### config.mk
export PLATFORM = sky130hd
export DESIGN_NAME = command_decoder_flat
export DESIGN_NICKNAME = d
export VERILOG_FILES = /design/src/rtl/cmd_pkg.sv /design/src/rtl/command_decoder_if.sv /design/src/rtl/cmd_timeout_counter.sv /design/src/rtl/command_decoder.sv /design/src/flat_wrapper.sv
export SDC_FILE = /design/constraint.sdc
export NUM_CORES = 1
export LEC_CHECK = 0
export ABC_AREA = 1
export BUFFER_PORTS_ARGS = -buffer_cell sky130_fd_sc_hd__buf_2
export CAP_MARGIN = 15
export CORE_ASPECT_RATIO = 2
export CORE_MARGIN = 2
export CORE_UTILIZATION = 59
export DETAILED_ROUTE_END_ITERATION = 16
export GPL_TIMING_DRIVEN = 0
export PLACE_DENSITY = 0.88
export SLEW_MARGIN = 20
export SYNTH_ARGS = -nofsm -noshare
export SYNTH_HDL_FRONTEND = slang
export SYNTH_SLANG_ARGS = --single-unit
### constraint.sdc
create_clock -name clock -period 4.6 [get_ports clock]
set_clock_uncertainty 0.15 [all_clocks]
set_input_delay 0.23 -clock clock [delete_from_list [all_inputs] [get_ports clock]]
set_output_delay 0.23 -clock clock [all_outputs]
set_load 0.02 [all_outputs]
### src/rtl/cmd_pkg.sv
`default_nettype none
// ============================================================================
// Package  : cmd_pkg
// Shared types and constants for the SUMP command decoder.
// Revision : 1.0
// ============================================================================
package cmd_pkg;

    typedef enum logic [0:0] {
        WAIT_OPCODE = 1'b0,
        WAIT_DATA   = 1'b1
    } decoder_state;

    localparam int         LONG_CMD_BIT    = 7;
    localparam int         LONG_DATA_BYTES = 4;
    localparam logic [1:0] LAST_DATA_IDX   = 2'(LONG_DATA_BYTES - 1);

    localparam logic [7:0] OP_RESET       = 8'h00;
    localparam logic [7:0] OP_ARM         = 8'h01;
    localparam logic [7:0] OP_QUERY_ID    = 8'h02;
    localparam logic [7:0] OP_QUERY_META  = 8'h04;
    localparam logic [7:0] OP_FINISH      = 8'h05;
    localparam logic [7:0] OP_SET_DIVIDER = 8'h80;
    localparam logic [7:0] OP_SET_COUNTS  = 8'h81;
    localparam logic [7:0] OP_TRIG_MASK   = 8'hC0;
    localparam logic [7:0] OP_TRIG_VALUE  = 8'hC1;

endpackage
`default_nettype wire

### src/rtl/command_decoder_if.sv
`default_nettype none
// ============================================================================
// Interface : command_decoder_if
// Byte-stream input and framed-command output of the command decoder.
// Revision  : 1.0
// ============================================================================
interface command_decoder_if;

    logic [7:0]  rx_data;
    logic        rx_valid;
    logic [7:0]  opcode;
    logic [31:0] command;
    logic        cmd_recv_rx;
    logic        cmd_busy;
    logic        timeout_err;

    // Decoder side
    modport master (
        input  rx_data, rx_valid,
        output opcode, command, cmd_recv_rx, cmd_busy, timeout_err
    );

    // UART / controller side
    modport slave (
        output rx_data, rx_valid,
        input  opcode, command, cmd_recv_rx, cmd_busy, timeout_err
    );

endinterface
`default_nettype wire

### src/rtl/cmd_timeout_counter.sv
`default_nettype none
// ============================================================================
// Module   : cmd_timeout_counter
// Counts idle clocks; expire pulses on the clock the count reaches TIMEOUT_CYCLES.
// Revision : 1.0
// ============================================================================
module cmd_timeout_counter #(
    parameter int TIMEOUT_CYCLES = 1_000_000,
    parameter int TIMEOUT_WIDTH  = $clog2(TIMEOUT_CYCLES + 1)
) (
    input  logic clock,
    input  logic reset,
    input  logic clear,
    input  logic count,
    output logic expire
);

    localparam logic [TIMEOUT_WIDTH-1:0] c_last_count = TIMEOUT_WIDTH'(TIMEOUT_CYCLES - 1);

    logic [TIMEOUT_WIDTH-1:0] r_count;

    always_ff @(posedge clock) begin
        if (reset || clear) begin
            r_count <= '0;
        end else if (count) begin
            r_count <= r_count + TIMEOUT_WIDTH'(1);
        end
    end

    // Fires on the idle clock whose increment would bring the count to TIMEOUT_CYCLES
    assign expire = count && !clear && (r_count == c_last_count);

endmodule
`default_nettype wire

### src/rtl/command_decoder.sv
`default_nettype none
// ============================================================================
// Module   : command_decoder
// Frames a SUMP byte stream into 1-byte short and 5-byte long commands.
// Optional : CMD_TIMEOUT_EN adds an inter-byte timeout for long commands.
// Revision : 1.0
// ============================================================================
module command_decoder
    import cmd_pkg::*;
#(
    parameter int TIMEOUT_CYCLES = 1_000_000,
    parameter int TIMEOUT_WIDTH  = $clog2(TIMEOUT_CYCLES + 1)
) (
    input  logic              clock,
    input  logic              reset,
    command_decoder_if.master bus
);

    decoder_state r_state,      w_state_nxt;
    logic [1:0]   r_idx,        w_idx_nxt;
    logic [7:0]   r_stage_op,   w_stage_op_nxt;
    logic [23:0]  r_stage_data, w_stage_data_nxt;
    logic [7:0]   r_opcode,     w_opcode_nxt;
    logic [31:0]  r_command,    w_command_nxt;
    logic         r_recv,       w_recv_nxt;
    logic         r_busy;
    logic         r_timeout,    w_timeout_nxt;
    logic         w_timeout;

`ifdef CMD_TIMEOUT_EN
    logic w_tmo_clear;
    logic w_tmo_count;

    assign w_tmo_clear = (r_state != WAIT_DATA) || bus.rx_valid;
    assign w_tmo_count = (r_state == WAIT_DATA) && !bus.rx_valid;

    cmd_timeout_counter #(
        .TIMEOUT_CYCLES (TIMEOUT_CYCLES),
        .TIMEOUT_WIDTH  (TIMEOUT_WIDTH)
    ) u_timeout (
        .clock  (clock),
        .reset  (reset),
        .clear  (w_tmo_clear),
        .count  (w_tmo_count),
        .expire (w_timeout)
    );
`else
    assign w_timeout = 1'b0;
`endif

    always_ff @(posedge clock) begin
        if (reset) begin
            r_state      <= WAIT_OPCODE;
            r_idx        <= 2'd0;
            r_stage_op   <= 8'h00;
            r_stage_data <= 24'h0;
            r_opcode     <= 8'h00;
            r_command    <= 32'h0;
            r_recv       <= 1'b0;
            r_busy       <= 1'b0;
            r_timeout    <= 1'b0;
        end else begin
            r_state      <= w_state_nxt;
            r_idx        <= w_idx_nxt;
            r_stage_op   <= w_stage_op_nxt;
            r_stage_data <= w_stage_data_nxt;
            r_opcode     <= w_opcode_nxt;
            r_command    <= w_command_nxt;
            r_recv       <= w_recv_nxt;
            r_busy       <= (w_state_nxt == WAIT_DATA);
            r_timeout    <= w_timeout_nxt;
        end
    end

    // Partial long commands live only in the staging registers; the visible
    // opcode/command pair is updated solely together with the strobe.
    always_comb begin
        w_state_nxt      = r_state;
        w_idx_nxt        = r_idx;
        w_stage_op_nxt   = r_stage_op;
        w_stage_data_nxt = r_stage_data;
        w_opcode_nxt     = r_opcode;
        w_command_nxt    = r_command;
        w_recv_nxt       = 1'b0;
        w_timeout_nxt    = 1'b0;

        case (r_state)
            WAIT_OPCODE: begin
                if (bus.rx_valid) begin
                    if (bus.rx_data[LONG_CMD_BIT]) begin
                        w_stage_op_nxt   = bus.rx_data;
                        w_stage_data_nxt = 24'h0;
                        w_idx_nxt        = 2'd0;
                        w_state_nxt      = WAIT_DATA;
                    end else begin
                        w_opcode_nxt  = bus.rx_data;
                        w_command_nxt = 32'h0;
                        w_recv_nxt    = 1'b1;
                    end
                end
            end
            WAIT_DATA: begin
                if (bus.rx_valid) begin
                    if (r_idx == LAST_DATA_IDX) begin
                        w_opcode_nxt  = r_stage_op;
                        w_command_nxt = {bus.rx_data, r_stage_data};
                        w_recv_nxt    = 1'b1;
                        w_idx_nxt     = 2'd0;
                        w_state_nxt   = WAIT_OPCODE;
                    end else begin
                        case (r_idx)
                            2'd0:    w_stage_data_nxt[7:0]   = bus.rx_data;
                            2'd1:    w_stage_data_nxt[15:8]  = bus.rx_data;
                            default: w_stage_data_nxt[23:16] = bus.rx_data;
                        endcase
                        w_idx_nxt = r_idx + 2'd1;
                    end
                end else if (w_timeout) begin
                    w_idx_nxt     = 2'd0;
                    w_state_nxt   = WAIT_OPCODE;
                    w_timeout_nxt = 1'b1;
                end
            end
            default: begin
                w_state_nxt = WAIT_OPCODE;
                w_idx_nxt   = 2'd0;
            end
        endcase
    end

    assign bus.opcode      = r_opcode;
    assign bus.command     = r_command;
    assign bus.cmd_recv_rx = r_recv;
    assign bus.cmd_busy    = r_busy;
    assign bus.timeout_err = r_timeout;

endmodule
`default_nettype wire

### src/flat_wrapper.sv
// flat-port wrapper written by rule: the top's interface ports become plain ports
module command_decoder_flat import cmd_pkg::*;
#(
    parameter int TIMEOUT_CYCLES = 1_000_000,
    parameter int TIMEOUT_WIDTH  = $clog2(TIMEOUT_CYCLES + 1)
)
  (clock, reset, bus_rx_data, bus_rx_valid, bus_opcode, bus_command, bus_cmd_recv_rx, bus_cmd_busy, bus_timeout_err);
  command_decoder_if bus_i ();
  input  logic clock;
  input  logic reset;
  input wire logic [$bits(bus_i.rx_data)-1:0] bus_rx_data;
  input wire logic [$bits(bus_i.rx_valid)-1:0] bus_rx_valid;
  output wire logic [$bits(bus_i.opcode)-1:0] bus_opcode;
  output wire logic [$bits(bus_i.command)-1:0] bus_command;
  output wire logic [$bits(bus_i.cmd_recv_rx)-1:0] bus_cmd_recv_rx;
  output wire logic [$bits(bus_i.cmd_busy)-1:0] bus_cmd_busy;
  output wire logic [$bits(bus_i.timeout_err)-1:0] bus_timeout_err;
  assign bus_i.rx_data = bus_rx_data;
  assign bus_i.rx_valid = bus_rx_valid;
  assign bus_opcode = bus_i.opcode;
  assign bus_command = bus_i.command;
  assign bus_cmd_recv_rx = bus_i.cmd_recv_rx;
  assign bus_cmd_busy = bus_i.cmd_busy;
  assign bus_timeout_err = bus_i.timeout_err;
  command_decoder #(.TIMEOUT_CYCLES(TIMEOUT_CYCLES), .TIMEOUT_WIDTH(TIMEOUT_WIDTH)) u_core (.clock(clock), .reset(reset), .bus(bus_i));
endmodule
==> flow_summary.ini <==
[job]
drv_cap = 0

[global_routing]
grt_pass1_wl_um = 11500
grt_pass1_vias = 2629
overflow = 0
grt_usage_pct = 27.7
grt_start_max_net_pins = 14
grt_antenna_before_repair = 0

[worst_setup_path]
setup.worst_path.end_class = flop
critPathLaunchType = flop
critPathMaxStageDelay_ps = 370
crit_top_cell = o21ai_1
crit_arrival_ps = 1950
critical_path_class = flop to flop
cp_cell_sequence = ha_1 -> nand2_2 -> inv_2 -> o21ai_1 -> clkbuf_1 -> nand3_1 -> o21ai_1
required_ps = 4740
critPathSlowestCell = clkbuf_1
worstPathMaxFanout = 10

[pwr]
irDropWorstVdd_mv = 0.308
p_leak_nw = 1.54
p_per_area_mw_per_mm2 = 366
power_mw = 1.27

[floorplan]
initial_utilization_pct = 61.1
die_area_mm2 = 0.00565
die_h_um = 104
coreArea_mm2 = 0.00486
pin_count = 54
die_x_um = 54.2
row_count = 36

[sta]
max_slew_margin_pct = 61.3
rsz0062_at_grt = no
report.final.slew_viol_count = 0
finalHoldViolCount = 0
period_minus_slack_ps = 1810
tightest_slew_ps = 581
setup_tns_ps = 0
fmax_mhz = 552
setup_viol = 0
period_share_pct = 39.4

[cells_and_area]
nets = 472
fill_cells = 421
drive_gt1_share_pct = 18.8
area_delta_synth_final_pct = 16.8
num_antenna_cells = 0

[routing]
drc = 0
num_vias = 2796
avgRoutedWirePerCell_um = 13.5
routed_wl_um = 7020
final_antenna_net_count = 0
firstDrtPassIters = 5
drt-vias-per-instance = 5.38
drtIter0Drc = 77

[clocking]
clock_sinks = 76
worst_skew_pair.late_latency_ps = 360
clk_pin_slew_worst_paths_ps = 80
post_cts_resized = 0
cts_hold_buf = 0
clockBufferDepth = 2
cts_tree = done
cts_root_buffer = clkbuf_8
cts_setup_buffers = 0
cts_buffers = 9
h-tree-depth = 3

[hold_path]
hp-class = primary input to flop

[synthesis]
synthDistinctLibCells = 22
yosysSeqAreaShare_pct = 51.2
syn_nets = 409
synth_seq_cells = 76
syn_area_mm2 = 0.00297
netlist_instances = 395
avgSynthCellArea_um2 = 7.52
synth_warnings = 0

[placed_design]
port-buffer-count = 52
gp_congestion = 0.918
dp_hpwl_um = 5300

[outcome]
status = finished, final reports clean
[final timing paths]
path,to,slack [ps],cells after the start,from
setup / recovery,u_core.bus.command[6]$_SDFFE_PP0P_,2790,7,u_core.r_idx[0]$_SDFFE_PP0P_
hold / removal,u_core.bus.command[27]$_SDFFE_PP0P_,20,3,bus_rx_data[3]
hold reg to reg,u_core.bus.command[21]$_SDFFE_PP0P_,310,2,u_core.bus.command[21]$_SDFFE_PP0P_
setup reg to reg,u_core.bus.command[6]$_SDFFE_PP0P_,2790,7,u_core.r_idx[0]$_SDFFE_PP0P_
[registers in the layout, summed over array words and instances, names as in the netlist]
register                flops
u_core.bus.cmd_recv_rx      1
u_core.bus.cmd_busy         1
u_core.r_idx                2
u_core.bus.opcode           8
u_core.bus.command         32
u_core.r_stage_op           8
u_core.r_stage_data        24
[worst max-delay path, delay by kind of cell (launching register included)]
kind | cells | cell delay [ps]
AND/OR/NAND/NOR | 2 | 260
flip-flops | 1 | 330
buffers and inverters | 2 | 440
adder cells (fa/ha/maj) | 1 | 220
AO/OA/AOI/OAI | 2 | 360
[Yosys cell counts (all sizes together)]
cell      n  share of area, %
a211oi    9               2.3
a21oi    35               5.9
buf      13               2.2
clkbuf   10               1.3
conb      1              0.13
dfxtp    76                51
ha        3               1.3
inv      24               3.0
nand2   102                13
nand3    16               2.7
nand4     8               1.7
nor2     61               9.0
o21ai    37               6.4
[power by group]
group / leakage (nW) / switching, mW / internal [mW]
Sequential: 0.619 / 0.0134 / 0.683
Clock: 0.0799 / 0.241 / 0.198
Combinational: 0.841 / 0.0947 / 0.0414
Total: 1.54 / 0.349 / 0.922
[layout make-up]
class                   count  area, um^2  area share [%]
plain buffers              23         104            2.99
clock buffers              11         131            3.78
clock inverters             5        37.5            1.08
inverters                  24        90.1            2.59
multi-input cells         272        1260            36.2
flip-flops and latches     76        1520            43.8
well taps                  57        71.3            2.05
repair buffers             52         260            7.50
[layout by cell type (no fill, tap or decap), types with 3 or more instances in the layout]
cell type and n:
nand2_1 101, dfxtp_1 76, buf_2 63, nor2_1 55, a21oi_1 35, o21ai_0 26
inv_1 23, nand3_1 16, clkbuf_1 12, o21ai_1 10, a211oi_1 9, clkbuf_8 9
nand4_1 8, nor2_2 3, ha_1 3
[through the flow]
step	cell area (um^2)	worst slack (ps)	instances	util, %	hold WS (ps)
floorplan	2970	3040	395	-	228
global placement	3300	2860	504	67.9	298
detailed placement	3300	2810	504	67.9	300
CTS	3470	2780	520	71.4	11.0
global route	3470	2620	520	71.4	10.5
finish	3470	2790	520	71.4	21.1
[per-layer routing]
| metal | share of wire, % | track usage, % | vias up | wire length [um] |
|---|---|---|---|---|
| li1 | - | - | 1403 | - |
| met1 | 37 | 29.2 | 1280 | 2610 |
| met2 | 51 | 45.2 | 83 | 3600 |
| met3 | 4.9 | 7.04 | 30 | 346 |
| met4 | 6.6 | 18.4 | 0 | 467 |
| met5 | 0 | 0 | - | 0 |
[logic make-up (layout without fill, tap and decap cells)]
group                    Yosys count  count (layout)  share of synthesized area, %
flip-flops                        76              76                          51.2
adder cells (fa/ha/maj)            3               3                          1.26
AO/OA/AOI/OAI                     81              81                          14.5
AND/OR/NAND/NOR                  187             187                          26.4
other                              1               1                         0.126
buffers and inverters             47             115                          6.53
Power figures use the tool's default switching activity.
